**config.mk**
```make
export PLATFORM = sky130hd
export DESIGN_NAME = cdc_handshake_tx
export DESIGN_NICKNAME = d
export VERILOG_FILES = /design/src/rtl/cdc_handshake_tx.sv
export SDC_FILE = /design/constraint.sdc
export NUM_CORES = 1
export LEC_CHECK = 0
export CORE_MARGIN = 1
export CORE_UTILIZATION = 42
export DETAILED_ROUTE_END_ITERATION = 8
export HOLD_SLACK_MARGIN = 0.1
export PLACE_DENSITY = 0.84
export SLEW_MARGIN = 20
export SYNTH_ARGS = -nofsm -noshare
export SYNTH_HDL_FRONTEND = slang
export SYNTH_SLANG_ARGS = --single-unit
```
**constraint.sdc**
```tcl
create_clock -name clk -period 1.82 [get_ports clk]
set_clock_uncertainty 0.1 [all_clocks]
set_input_delay 0.546 -clock clk [delete_from_list [all_inputs] [get_ports clk]]
set_output_delay 0.546 -clock clk [all_outputs]
set_load 0.02 [all_outputs]
```
**src/rtl/cdc_handshake_tx.sv**
```systemverilog
`default_nettype none
// ============================================================================
// Module   : cdc_handshake_tx
// Brief    : Source side of a 4-phase req/ack handshake carrying WIDTH-bit
//            words into another clock domain, with synchronized ack and timeout.
// Revision : 1.0 - initial release
// ============================================================================
module cdc_handshake_tx #(
    parameter int WIDTH          = 16,
    parameter int SYNC_STAGES    = 2,
    parameter int TIMEOUT_CYCLES = 1024
) (
    input  logic             clk,
    input  logic             reset,
    input  logic             in_valid,
    input  logic [WIDTH-1:0] in_data,
    output logic             in_ready,
    output logic             req_out,
    output logic [WIDTH-1:0] data_out,
    input  logic             ack_in,
    output logic             busy,
    output logic             timeout_err,
    input  logic             err_clr
);

    localparam int c_CNT_W = (TIMEOUT_CYCLES > 0) ? $clog2(TIMEOUT_CYCLES + 1) : 1;
    localparam bit c_TO_EN = (TIMEOUT_CYCLES > 0);
    localparam logic [c_CNT_W-1:0] c_TO_LAST =
        c_CNT_W'((TIMEOUT_CYCLES > 0) ? (TIMEOUT_CYCLES - 1) : 0);
    localparam logic [c_CNT_W-1:0] c_CNT_MAX = '1;

    typedef enum logic [1:0] {
        S_IDLE    = 2'd0,
        S_REQ     = 2'd1,
        S_RELEASE = 2'd2
    } state_t;

    state_t                 r_state;
    state_t                 w_state_nxt;
    logic                   r_req;
    logic                   w_req_nxt;
    logic [WIDTH-1:0]       r_data;
    logic [WIDTH-1:0]       w_data_nxt;
    logic [c_CNT_W-1:0]     r_cnt;
    logic [c_CNT_W-1:0]     w_cnt_nxt;
    logic                   r_err;
    logic                   w_err_nxt;
    logic [SYNC_STAGES-1:0] r_ack_sync;
    logic                   w_ack_sync;
    logic                   w_in_ready;

    // ack_in is asynchronous; only the last stage of this chain feeds logic
    always_ff @(posedge clk or posedge reset) begin
        if (reset) begin
            r_ack_sync <= '0;
        end else begin
            r_ack_sync <= {r_ack_sync[SYNC_STAGES-2:0], ack_in};
        end
    end

    assign w_ack_sync = r_ack_sync[SYNC_STAGES-1];
    assign w_in_ready = (r_state == S_IDLE) && !w_ack_sync;

    always_comb begin
        w_state_nxt = r_state;
        w_req_nxt   = r_req;
        w_data_nxt  = r_data;
        w_cnt_nxt   = r_cnt;
        w_err_nxt   = r_err & ~err_clr;
        case (r_state)
            S_IDLE: begin
                if (in_valid && w_in_ready) begin
                    w_data_nxt  = in_data;
                    w_req_nxt   = 1'b1;
                    w_cnt_nxt   = '0;
                    w_state_nxt = S_REQ;
                end
            end
            S_REQ: begin
                if (r_cnt != c_CNT_MAX) begin
                    w_cnt_nxt = r_cnt + c_CNT_W'(1);
                end
                // A real ack takes priority over a timeout in the same cycle
                if (w_ack_sync) begin
                    w_req_nxt   = 1'b0;
                    w_state_nxt = S_RELEASE;
                end else if (c_TO_EN && (r_cnt == c_TO_LAST)) begin
                    w_req_nxt   = 1'b0;
                    w_err_nxt   = 1'b1;
                    w_state_nxt = S_RELEASE;
                end
            end
            S_RELEASE: begin
                if (!w_ack_sync) begin
                    w_state_nxt = S_IDLE;
                end
            end
            default: begin
                w_req_nxt   = 1'b0;
                w_state_nxt = S_IDLE;
            end
        endcase
    end

    always_ff @(posedge clk or posedge reset) begin
        if (reset) begin
            r_state <= S_IDLE;
            r_req   <= 1'b0;
            r_data  <= '0;
            r_cnt   <= '0;
            r_err   <= 1'b0;
        end else begin
            r_state <= w_state_nxt;
            r_req   <= w_req_nxt;
            r_data  <= w_data_nxt;
            r_cnt   <= w_cnt_nxt;
            r_err   <= w_err_nxt;
        end
    end

    assign in_ready    = w_in_ready;
    assign req_out     = r_req;
    assign data_out    = r_data;
    assign busy        = (r_state != S_IDLE);
    assign timeout_err = r_err;

endmodule
`default_nettype wire

```
-- Word-level counts from Yosys, hierarchy flattened
Cells that the tools add are included.
- flip-flop bits (word level): 33
- bits of input ports: 21
- output and inout port bits: 20
- $add $sub $neg: 1
- equal/unequal tests: 8
- mux-type cells: 15
- bitwise gates (word level): 3
- reduce and logical (&&, ||, !) cells: 10
- operator list (kind ; count):
    two-way mux 11 bit ; 2
    case mux 11 bit (2 select lines) ; 1
    adder 11 x 1 -> 11 bit, second input constant ; 1
    == test 11 x 10 -> 1 bit, second input constant ; 1
    != test 11 bit, second input constant ; 1
    AND reduction 3 bit ; 3
    two-way mux 2 bit ; 4
    two-way mux 1 bit ; 6
    case mux 2 bit (3 select lines) ; 1
    != test 2 bit, second input constant ; 2
    nonzero test 2 bit ; 2
    != test 3 bit, second input constant ; 1
    case mux 1 bit (3 select lines) ; 1
    == test 2 x 1 -> 1 bit, second input constant ; 1
    == test 2 bit, second input constant ; 1
    logical AND 1 bit ; 2
    zero test 2 bit ; 1
    != test 2 x 1 -> 1 bit, second input constant ; 1
    inverter 1 bit ; 2
    AND reduction 2 bit ; 1
    bitwise AND 1 bit ; 1
    zero test 1 bit ; 1

-- Logic depth before layout (Yosys ltp)
- depth after elaboration: 5
- mapped depth: 7
- mapped depth without buffers: 5

-- Worst setup path before layout
No wires, ideal clock.
- path kind: flip-flop to flip-flop
- start point: register r_state[0]
- end point: register r_cnt[2]
- setup time: 0.126 ns
- arrival: 1.583 ns
- required time: 1.594 ns
- path slack: 0.011 ns
- stages on the path, launching flop included: 8
- buffers on the path: 3
- path through: dfrtp_1 -> buf_6 -> nor4b_4 -> buf_6 -> nor2_2 -> a31o_1 -> buf_6 -> a221o_1
- word-level cells in the longest chain between the ends: 5
- elaborated cells between the ends (all ways): 9
- RTL lines (element ; line ; text):
    from (decl) ; 38 ; state_t r_state;
    from (signal assigned) ; 113 ; r_state <= w_state_nxt;
    zero test 2 bit ; 62, 70 ;
    logical AND 1 bit ; 62 ; assign w_in_ready = (r_state == S_IDLE) && !w_ack_sync;
    logical AND 1 bit ; 72 ; if (in_valid && w_in_ready) begin
    != test 2 x 1 -> 1 bit (no line) ; -- ;
    AND reduction 3 bit (no line) ; -- ;
    to (signal assigned) ; 116 ; r_cnt <= w_cnt_nxt;
    to (decl) ; 44 ; logic [c_CNT_W-1:0] r_cnt;
Parallel ways exist; a longest one is shown, timed or not.
A chain may end at the register's enable or synchronous reset.

-- Final worst setup path
- start point: register r_state[0]
- end point: output busy
- word-level cells in the longest chain between the ends: 1
- RTL lines (element ; line ; text):
    nonzero test 2 bit ; 124 ; assign busy = (r_state != S_IDLE);
    to (decl) ; 21 ; output logic busy,
No other way between the ends.

==> impl_results.md <==
* Netlist cell types at 36
* Final instance area at about 2100 µm²
* Die Ht at around 62 µm
* Outcome: finished with violations
* Non-Filler Instances at 220
* Synthesized Nets at around 140
* RR Endpoint: r_cnt[2]
* Hold-fix buffers, CTS at 0
* Fin nets at approximately 200
* Port Buffers at 40
* CTS clk-pin slew, worst paths at ~110 ps
* Vias per cell at 5.48
* Final slew viol count at 0
* Placed cells at 211
* Clk sink count at 33
* Total gr overflow at 0
* I/O pin count at 41
* First-pass GRT wire length at ~5400 µm
* DRT antenna net count at 0
* Most frequent cells after synthesis: dfrtp_1 (33), mux2_2 (16), nand3_1 (7)
* Area contributors post-synth: dfrtp_1 (55%), mux2_2 (12%), a221o_1 (2.7%), nand3_1 (2.4%), buf_6 (2.3%)
* CTS tree: built
* Depth of the worst hold-timing path at 0
* DRT Pass-1 Iters at 4
* Syn_area_per_cell at around 12 µm²
* CTS H-tree lvls at 2
* Endpoints failing setup at 6
* Reg2reg start: r_state[0]
* CTS Buffer Depth at 2
* Detailed-route via count at around 1200
* Pwr Density at 1150 nW/µm²
* Failing checks: negative setup slack
* Post-synth top area cell: dfrtp_1
* CP required at between 1000 and 1500 ps
* Initial Util at 0.443
* Slew HR at 0.661
* HP Class: reg -> reg
* Clock period minus worst slack at roughly 1900 ps
* Syn Inst Count at between 100 and 150
* CP endpoint kind: output port
* Post-synthesis sequential area ratio at 0.554
* Path depth of the worst reg2reg path at 5
* DPL Wire Length at 2410 µm
* Leading cell type by number of instances after synthesis: dfrtp_1
* Critical path peak fanout at 2
* Buf+Inv Stages, Crit Path at 2
* Routed wire length at ~3500 µm
* Post-synth top area share at 0.554
* Area grow syn2layout at 41.1%
* Fmax at 0.534 GHz
* Pre-CTS WS at -390 ps
* Worst path slowest cell: dfrtp_1
* CP cell instances: or2_4 -> buf_6 -> buf_6
* Vias in the first global route at 1219
* Post-synth EDFFs at 0
* CP Class: reg -> out
* # rows at 21
* Fraction of layout cells with a size suffix above 1 at 0.259
* Final Cycle Share at 1.03
* Power, Total at 0.00241 W
* RSZ-0062 raised after global routing: yes
* Core area at between 3000 and 4000 µm²
* Num CTS Buffers at 5
* Pleak at about 0.97 nW
* Later-pin clock latency in the skew report at approximately 330 ps
* Fillers at 264
* Max-capacitance violation count at 0
* Gpl congestion at 0.895
* Peak VDD IR at between 0.8 and 0.9 mV
* Crit path launch type: flop
* Async S/R FF share, synth at 1.00
* Hold Vio Cnt, Final at 0
* Main synth FF type: dfrtp_1
* # diodes at 0
* Synthesized area at around 1500 µm²
* Setup slack, reg-to-reg at 0 ps
* Largest net degree at the start of global routing at 26
* Placed cell area at approximately 2000 µm²
* # DRC at 0
* CP top delay family: flip-flops
* Die area at 3790 µm²
* All-Layer GR Usage at 0.200
* Initial DRC Count at 54
* YS warnings at 0
* CP dominant cell by count: buf_6
* Hold path endpoint: r_ack_sync[1]
* Horiz. Die Dim at 61.6 µm
* Initial antenna violation count at 0
* Worst Hold Launch: r_ack_sync[0]
* Setup ws final at -54.2 ps
* TNS Setup at -125 ps
* Critical Path Max Stage Delay at 390 ps
* Routed wire length per instance at about 16 µm
* Worst endpoint data arrival time at between 1000 and 1500 ps
* Synth Register Bits at 33
* Slew of the pin with the lowest slew margin at around 500 ps
* CTS Root Cell: clkbuf_4
[worst register-to-register path: stages (launching register included)]
cell and delay (ps):
dfrtp_1 390, buf_4 180, nor4b_4 330, nor2_2 110, a31o_4 240, a221o_1 350
[state kept, by name (all words and copies together), names as in the netlist]
register     flops
timeout_err      1
r_ack_sync       2
r_state          2
r_cnt           11
req_out          1
data_out        16
[power breakdown]
part / switching (W) / total, W / leakage (nW) / internal (W)
Clock: 0.000246 / 0.000574 / 0.0455 / 0.000328
Combinational: 0.000426 / 0.000832 / 0.511 / 0.000405
Sequential: 0.000104 / 0.00100 / 0.413 / 0.000898
[layout by cell type, fill, tap and decap left out, types with 2 or more instances in the layout]
master and instances:
nand2b_1 2, nor2_2 2, nand2_1 5, nor2_1 4
and3_1 3, a31o_4 2, nor3_1 3, nor2b_1 3
and2_1 2, inv_1 2, o21ai_0 5, clkdlybuf4s50_1 20
nand3_1 6, a211o_1 2, a21o_1 3, mux2_2 16
buf_4 9, buf_6 4, clkbuf_4 5, dfrtp_1 33
dlygate4sd2_1 18, a221o_1 4
[worst max-delay path by stage]
stage | from | end | slack, ps | depth (start not counted)
finish | r_state[0] | busy | -50 | 3
global route | r_state[0] | busy | -90 | 3
CTS | r_state[1] | in_ready | -60 | 3
detailed placement | in_valid | r_cnt[2] | -390 | 5
global placement | in_valid | r_cnt[10] | -340 | 5
floorplan | r_state[0] | r_cnt[2] | 10 | 7
[timing repair]
action	in CTS	in global routing
pin swaps	2	4
buffers inserted	1	0
cloned	0	1
setup endpoints to repair	25	27
gates resized for setup	34	7
[per-stage QoR]
| stage | hold WS, ps | util |
|---|---|---|
| after detailed placement | 256 | 0.588 |
| final | 287 | 0.625 |
| after floorplan | 231 | - |
| after global placement | 236 | 0.588 |
| after CTS | 279 | 0.614 |
| after global routing | 292 | 0.625 |
[final cells by class]
type,count,area [µm²],area share
Sequential cell,33,826,0.393
Inverter,2,7.51,0.00357
Clock buffer,7,55.1,0.0262
Timing Repair Buffer,51,470,0.224
Multi-Input combinational cell,80,657,0.312
Tap cell,46,57.6,0.0274
Clock inverter,1,30.0,0.0143
[routing by layer]
layer / share of wire / track usage
met5: 0 / 0
met1: 0.39 / 0.220
met2: 0.52 / 0.352
met3: 0.083 / 0.0798
met4: 0.0070 / 0.0635
[cells by family (layout without fill, tap and decap cells)]
| kind of cell | after synthesis | in the layout | synth area share |
|---|---|---|---|
| simple gates | 38 | 38 | 0.148 |
| fa+ha+maj | 1 | 1 | 0.00839 |
| buf+inv | 9 | 61 | 0.0411 |
| mux | 16 | 16 | 0.121 |
| flops | 33 | 33 | 0.554 |
| compound gates | 23 | 24 | 0.122 |
| xor+xnor | 1 | 1 | 0.00588 |
Note: power is estimated with default switching activity, not from simulation.
